**src/rtl/int_sequencer.sv**
```systemverilog
`default_nettype none
// ============================================================================
// Module   : int_sequencer
// Purpose  : Prioritised hardware-interrupt sequencer that hijacks opcode
//            fetches and times the vector-entry sequence.
// Revision : 1.0 - initial release
// ============================================================================
module int_sequencer #(
    parameter int                 N_SRC     = 4,
    parameter logic [N_SRC-1:0]   EDGE_MASK = 4'b0001,
    parameter logic [N_SRC-1:0]   NMASK     = 4'b0001,
    parameter int                 ENTRY_LEN = 7,
    localparam int                IDW       = $clog2(N_SRC + 1)
) (
    input  logic             clk,
    input  logic             reset,
    input  logic             cpu_en,
    input  logic             fetch,
    input  logic             i_flag,
    input  logic [N_SRC-1:0] src,
    output logic             hijack,
    output logic [N_SRC:0]   exe_onehot,
    output logic [IDW-1:0]   exe_id,
    output logic             busy,
    output logic [N_SRC-1:0] pending
);

    localparam logic [0:0]     S_RUN       = 1'b0;
    localparam logic [0:0]     S_ENTRY     = 1'b1;
    localparam logic [3:0]     c_entry_len = 4'(ENTRY_LEN);
    localparam logic [N_SRC:0] c_rst_oh    = {1'b1, {N_SRC{1'b0}}};

    logic [0:0]       r_state;
    logic [3:0]       r_cnt;
    logic [N_SRC:0]   r_exe_onehot;
    logic [IDW-1:0]   r_exe_id;
    logic [N_SRC-1:0] r_src_prev;
    logic [N_SRC-1:0] r_latch;

    logic [N_SRC-1:0] w_edge;
    logic [N_SRC-1:0] w_req;
    logic [N_SRC-1:0] w_pending;
    logic [N_SRC-1:0] w_grant_oh;
    logic [IDW-1:0]   w_grant_id;
    logic [N_SRC-1:0] w_clr;
    logic             w_hijack;

    assign w_edge    = src & ~r_src_prev;
    assign w_req     = (EDGE_MASK & r_latch) | (~EDGE_MASK & src);
    assign w_pending = w_req & (NMASK | {N_SRC{~i_flag}});

    // Walk from the lowest priority upward so the lowest index wins.
    always_comb begin
        w_grant_oh = '0;
        w_grant_id = '0;
        for (int k = N_SRC - 1; k >= 0; k--) begin
            if (w_pending[k]) begin
                w_grant_oh    = '0;
                w_grant_oh[k] = 1'b1;
                w_grant_id    = IDW'(k);
            end
        end
    end

    assign w_hijack = ~reset & cpu_en & fetch & (r_state == S_RUN) & (|w_pending);
    assign w_clr    = w_hijack ? w_grant_oh : '0;

    // Edge capture runs every clock so pulses during stalled cycles are kept.
    always_ff @(posedge clk) begin
        r_src_prev <= src;
        if (reset) begin
            r_latch <= '0;
        end else begin
            r_latch <= EDGE_MASK & (w_edge | (r_latch & ~w_clr));
        end
    end

    always_ff @(posedge clk) begin
        if (reset) begin
            r_state      <= S_ENTRY;
            r_cnt        <= c_entry_len;
            r_exe_onehot <= c_rst_oh;
            r_exe_id     <= IDW'(N_SRC);
        end else if (cpu_en) begin
            case (r_state)
                S_RUN: begin
                    if (fetch) begin
                        if (w_hijack) begin
                            r_exe_onehot <= {1'b0, w_grant_oh};
                            r_exe_id     <= w_grant_id;
                            r_state      <= S_ENTRY;
                            r_cnt        <= c_entry_len;
                        end else begin
                            r_exe_onehot <= '0;
                            r_exe_id     <= '0;
                        end
                    end
                end
                S_ENTRY: begin
                    if (r_cnt <= 4'd1) begin
                        r_state <= S_RUN;
                        r_cnt   <= 4'd0;
                    end else begin
                        r_cnt <= r_cnt - 4'd1;
                    end
                end
                default: begin
                    r_state <= S_ENTRY;
                    r_cnt   <= c_entry_len;
                end
            endcase
        end
    end

    assign hijack     = w_hijack;
    assign exe_onehot = r_exe_onehot;
    assign exe_id     = r_exe_id;
    assign busy       = reset | (r_state == S_ENTRY);
    assign pending    = w_pending;

endmodule
`default_nettype wire

```
**config.mk**
```make
export PLATFORM = sky130hd
export DESIGN_NAME = int_sequencer
export DESIGN_NICKNAME = d
export VERILOG_FILES = /design/src/rtl/int_sequencer.sv
export SDC_FILE = /design/constraint.sdc
export NUM_CORES = 1
export LEC_CHECK = 0
export CORE_MARGIN = 10
export CORE_UTILIZATION = 43
export DETAILED_ROUTE_END_ITERATION = 12
export GPL_TIMING_DRIVEN = 0
export PLACE_DENSITY = 0.73
export SYNTH_ARGS = -nofsm -noshare
export SYNTH_HDL_FRONTEND = slang
export SYNTH_SLANG_ARGS = --single-unit
```
**constraint.sdc**
```tcl
create_clock -name clk -period 1.73 [get_ports clk]
set_input_delay 0.519 -clock clk [delete_from_list [all_inputs] [get_ports clk]]
set_output_delay 0.519 -clock clk [all_outputs]
set_load 0.01 [all_outputs]
```
### After elaboration in Yosys (flattened, before gate mapping)

Cells that the tools add are included.
W data, S select, Z words.

* word-level logic and storage cells: 47
* input port bits: 9
* output and inout bits: 14
* flip-flop bits (word level): 15

* equal/unequal tests: 2
* bitwise operators: 15
* magnitude comparators: 1
* multiplexer cells: 19
* reduce and logical (&&, ||, !) cells: 3
* $add $sub $neg: 1

Operators by type and width (number)
* $mux W4: 8
* $pmux W4 S2: 1
* $and A1 B1 Y1: 6
* $mux W2: 3
* $mux W3: 2
* $reduce_and A3 Y1: 2
* $not A1 Y1: 5
* $and A4 B4 Y4: 1
* $le A4 B1 Y1 const B: 1
* $mux W1: 4
* $ne A2 B2 Y1 const B: 2
* $or A1 B4 Y4: 1
* $reduce_or A4 Y1: 1
* $sub A4 B1 Y4 const B: 1
* $or A1 B1 Y1: 2
* $pmux W1 S2: 1

### Logic depth before layout (Yosys ltp)

* depth in word-level cells: 10
* depth in mapped cells: 6
* mapped depth without buffers: 6

### Worst setup path before layout

Ideal clock, no wire load.

* path kind: input to output
* start point: in fetch
* end point: out hijack
* data required time: 1211 ps
* stages on the path: 2
* data arrival time: 1154 ps
* buffers on the path: 0
* path slack: 57 ps
* cells stage by stage: nand3b_1 > a2111oi_2

* cells in the longest elaborated chain, start to end: 3

Ends and longest elaborated chain
* start: declaration: line 18 `input logic fetch,`
* $and A1 B1 Y1 (3 in a row): line 65 `assign w_hijack = ~reset & cpu_en & fetch & (r_state == S_RUN) & (|w_pending);`
* end: declaration: line 21 `output logic hijack,`

Every way passes these cells.

### Worst setup path in the final report

* start point: in src[2]
* end point: out hijack

* cells in the longest elaborated chain, start to end: 4

Ends and longest elaborated chain
* start: declaration: line 20 `input logic [N_SRC-1:0] src,`
* $or A1 B4 Y4: line 49 `assign w_req = (EDGE_MASK & r_latch) | (~EDGE_MASK & src);`
* $and A4 B4 Y4: line 50 `assign w_pending = w_req & (NMASK | {N_SRC{~i_flag}});`
* $reduce_or A4 Y1: line 65
* $and A1 B1 Y1: line 65

Every way passes these cells.

==> metrics.csv <==
stage;metric;value;unit
timing;slew of the pin with the lowest slew margin;0.357;ns
critical_path;Reg2Reg Launch Point;r_cnt[0];
detailed_routing;antenna viol nets, final;0;
timing;fin. max-slew vios;0;
global_routing;antenna violations before repair;0;
critical_path;CP required;1.21;ns
detailed_routing;vias per cell;5.48;
synthesis;EDFF count, synth;0;
detailed_routing;max layer used;met4;
global_routing;first-pass GRT wire length;3410;um
synthesis;Syn Nets;93;
detailed_routing;final WL;1960;um
global_routing;gr usage total;12.2;%
layout;n_diodes;0;
timing;setup TNS;-0.120;ns
critical_path;R2R setup slack;0.11;ns
floorplan;row cnt;14;
floorplan;DIE WIDTH;59.8;um
power;sw power;172;uW
hold_path;worst min-delay path class;register to register;
timing;Clock Skew;0.00330;ns
floorplan;DIE AREA;3570;sq um
critical_path;Crit. End Element;primary output;
critical_path;crit path kind;input pin to primary output;
timing;Final Hold Viols;0;
timing;setup violators final;1;
synthesis;main flop type after synthesis;dfxtp_1;
global_routing;largest net degree at the start of global routing;11;
synthesis;number of library cell types mapped by synthesis;31;
critical_path;CP Capture Point;hijack;
synthesis;Mapped Area;681;sq um
detailed_routing;Pre-antenna DRT Iters;4;
synthesis;xor-xnor portion of the synthesized cell area;0;%
timing;Max Freq;541;MHz
synthesis;post-synthesis compound-gate area fraction;21.1;%
power;pwr dens;655;nW/um^2
critical_path;FF-to-FF End;r_cnt[3];
floorplan;Starting Density;45.2;%
synthesis;Synth Area in Adders;3.68;%
place;# port buffers;22;
detailed_routing;wire length per cell;15.1;um
clock_network;Worst-Skew Late Latency;0.28;ns
clock_network;Inserted Clock Buffers;3;
clock_network;clock tree buffer depth;2;
place;Detailed Place HPWL;1390;um
synthesis;largest family of logic cells by synthesized area;simple AND/OR/NAND/NOR gates;
critical_path;crit-path max cell delay;0.30;ns
clock_network;Reg clk slew, reported paths;0.09;ns
power;design internal power;506;uW
layout;# fillers;127;
global_routing;Congestion Overflow GR;0;
global_routing;vias in the first global route;736;
critical_path;Worst Path Max Fanout;4;
synthesis;FFs w/ async S/R, synth;0;%
critical_path;CP arrival;1.33;ns
place;routability cong.;0.788;
run_status;failing checks;negative setup slack;
timing;Final Critical Period;1.85;ns
critical_path;slowest CP cell;a2111oi_4;
timing;Max-slew headroom;76.0;%
clock_network;CTS sink cnt;14;
floorplan;die height;59.8;um
power;LEAKAGE;0.449;nW
layout;fin util;68.7;%
layout;Final #Nets;126;
layout;multi-input logic area;399;sq um
timing;PnR worst setup slack;-0.120;ns
timing;Tcrit/Tclk final;107;%
critical_path;Critical path origin;src[2];
detailed_routing;DRC;0;
power;sw frac;25.3;%
critical_path;CP cell instances;clkdlybuf4s15_2 -> nor4_4 -> a2111oi_4 -> buf_2;
critical_path;Worst R2R Path Depth;6;
clock_network;htree depth;1;
detailed_routing;Via Count;713;
synthesis;synthesized flop and latch total;14;
timing;RSZ-0062 raised after global routing;true;
power;combinational share of power;15.0;%
power;VDD IR max;0.394;mV
power;Clk pwr share;35.1;%
detailed_routing;Iter 0 DRT Violations;10;
floorplan;Ports;23;
critical_path;CP Launch Type;input pin;
flow_run;MaxCap Viol Count;0;
layout;P&R area growth vs syn;52.0;%
layout;Seq. cell area;285;sq um
detailed_routing;wl on met1;778;um
clock_network;CTS root buf;clkbuf_4;
run_status;status;finished with violations;
detailed_routing;met3 wire len;132;um
synthesis;Mean Syn Cell Area;8.30;sq um
power;final total power;678;uW
synthesis;mux cell area share after synthesis;1.47;%
synthesis;Synth Area in Simple Gates;26.8;%
power;sequential share of power;49.9;%
synthesis;Synth Instances;82;
clock_network;CTS tree;built;
synthesis;post-synthesis sequential area ratio;41.2;%
synthesis;Synthesis Warnings;0;
timing;WHS;0.457;ns
detailed_routing;met2 routed WL;983;um
floorplan;total core area;1510;sq um
layout;share of cells above drive strength 1;28.9;%
-- synthesized netlist by cell type (2+ instances only) --
| library cell | instances | share of area [%] |
|---|---|---|
| nor2b_1 | 3 | 2.8 |
| nor4_1 | 2 | 1.8 |
| o211ai_1 | 2 | 2.2 |
| dfxtp_1 | 14 | 41 |
| o311ai_0 | 2 | 2.6 |
| a21oi_1 | 6 | 4.4 |
| ha_1 | 2 | 3.7 |
| o31ai_1 | 2 | 2.2 |
| nor2_1 | 11 | 6.1 |
| inv_1 | 6 | 3.3 |
| nand3_1 | 2 | 1.5 |
| nor3_1 | 3 | 2.2 |
| nand2_1 | 8 | 4.4 |
| or4_1 | 2 | 2.2 |
-- worst min-delay path by stage --
stage,startpoint,end,slack [ns],depth (start not counted)
after detailed placement,exe_id[0],exe_id[0],0.45,2
after global placement,exe_id[0],exe_id[0],0.44,2
final,exe_onehot[4],exe_onehot[4],0.46,2
after global routing,exe_id[0],exe_id[0],0.50,2
after CTS,exe_id[0],exe_id[0],0.46,2
after floorplan,exe_onehot[4],exe_onehot[4],0.48,2
-- cell type report --
type | instances | share of cell area [%]
Buffer | 3 | 2.54
Sequential cell | 14 | 27.6
Multi-Input combinational cell | 59 | 38.6
Tap cell | 16 | 1.93
Inverter | 6 | 2.18
Timing Repair Buffer | 28 | 23.7
Clock buffer | 4 | 3.51
-- flip-flops by register name (all words and copies together), names as in the netlist --
signal and flops:
r_cnt 4, r_state 1, r_src_prev 1, r_latch 1, exe_id 2, exe_onehot 5
-- power by group through the flow --
stage	registers, mW	logic [mW]	clock network (mW)
floorplan	0.345	0.0403	0
global placement	0.345	0.0858	0
detailed placement	0.346	0.0871	0
CTS	0.338	0.0993	0.239
global route	0.339	0.113	0.259
finish	0.338	0.102	0.238
-- metal layers --
metal,track usage (%),vias up
li1,-,357
met1,13.3,328
met4,5.77,0
met2,19.6,21
met5,0,-
met3,5.51,7
-- cells in the final DEF, fill, tap and decap left out, types with 2 or more instances in the layout --
cell type / n
or4_1: 2
a21oi_1: 6
inv_2: 2
buf_6: 3
nor3_1: 3
clkbuf_4: 3
o31ai_1: 2
clkbuf_8: 2
dlymetal6s2s_1: 2
o311ai_0: 2
ha_1: 2
clkdlybuf4s15_2: 2
buf_4: 6
dfxtp_1: 12
nor2_1: 10
nor2b_1: 2
clkdlybuf4s50_1: 6
o211ai_1: 2
nand3_1: 2
nand2_1: 8
buf_2: 6
inv_1: 4
dlygate4sd2_1: 3
-- logic make-up (layout without fill, tap and decap cells) --
group	count (synthesis)	in the layout
compound gates	19	19
fa+ha+maj	2	2
buf+inv	9	41
flops	14	14
mux	1	1
simple gates	37	37
-- per-stage QoR --
step	setup WS (ns)	std cells	area (sq um)
floorplan	0.0571	82	681
global placement	-1.12	120	921
detailed placement	-1.13	120	921
CTS	-0.0818	130	1020
global route	-0.193	130	1030
finish	-0.120	130	1030
-- critical path, delay by kind of cell --
kind                   cells  cell delay, ns
buffers and inverters      2            0.43
AOI/OAI and AO/OA          1            0.30
and+or+nand+nor            1            0.07
-- what timing repair did --
| item | in CTS | in global routing |
|---|---|---|
| resized for setup | 57 | 7 |
| pin swaps | 2 | 0 |
| setup endpoints to repair | 10 | 5 |
| buffers inserted | 6 | 0 |
| hold buffers | 0 | 0 |
(Power assumes the default switching activity.)
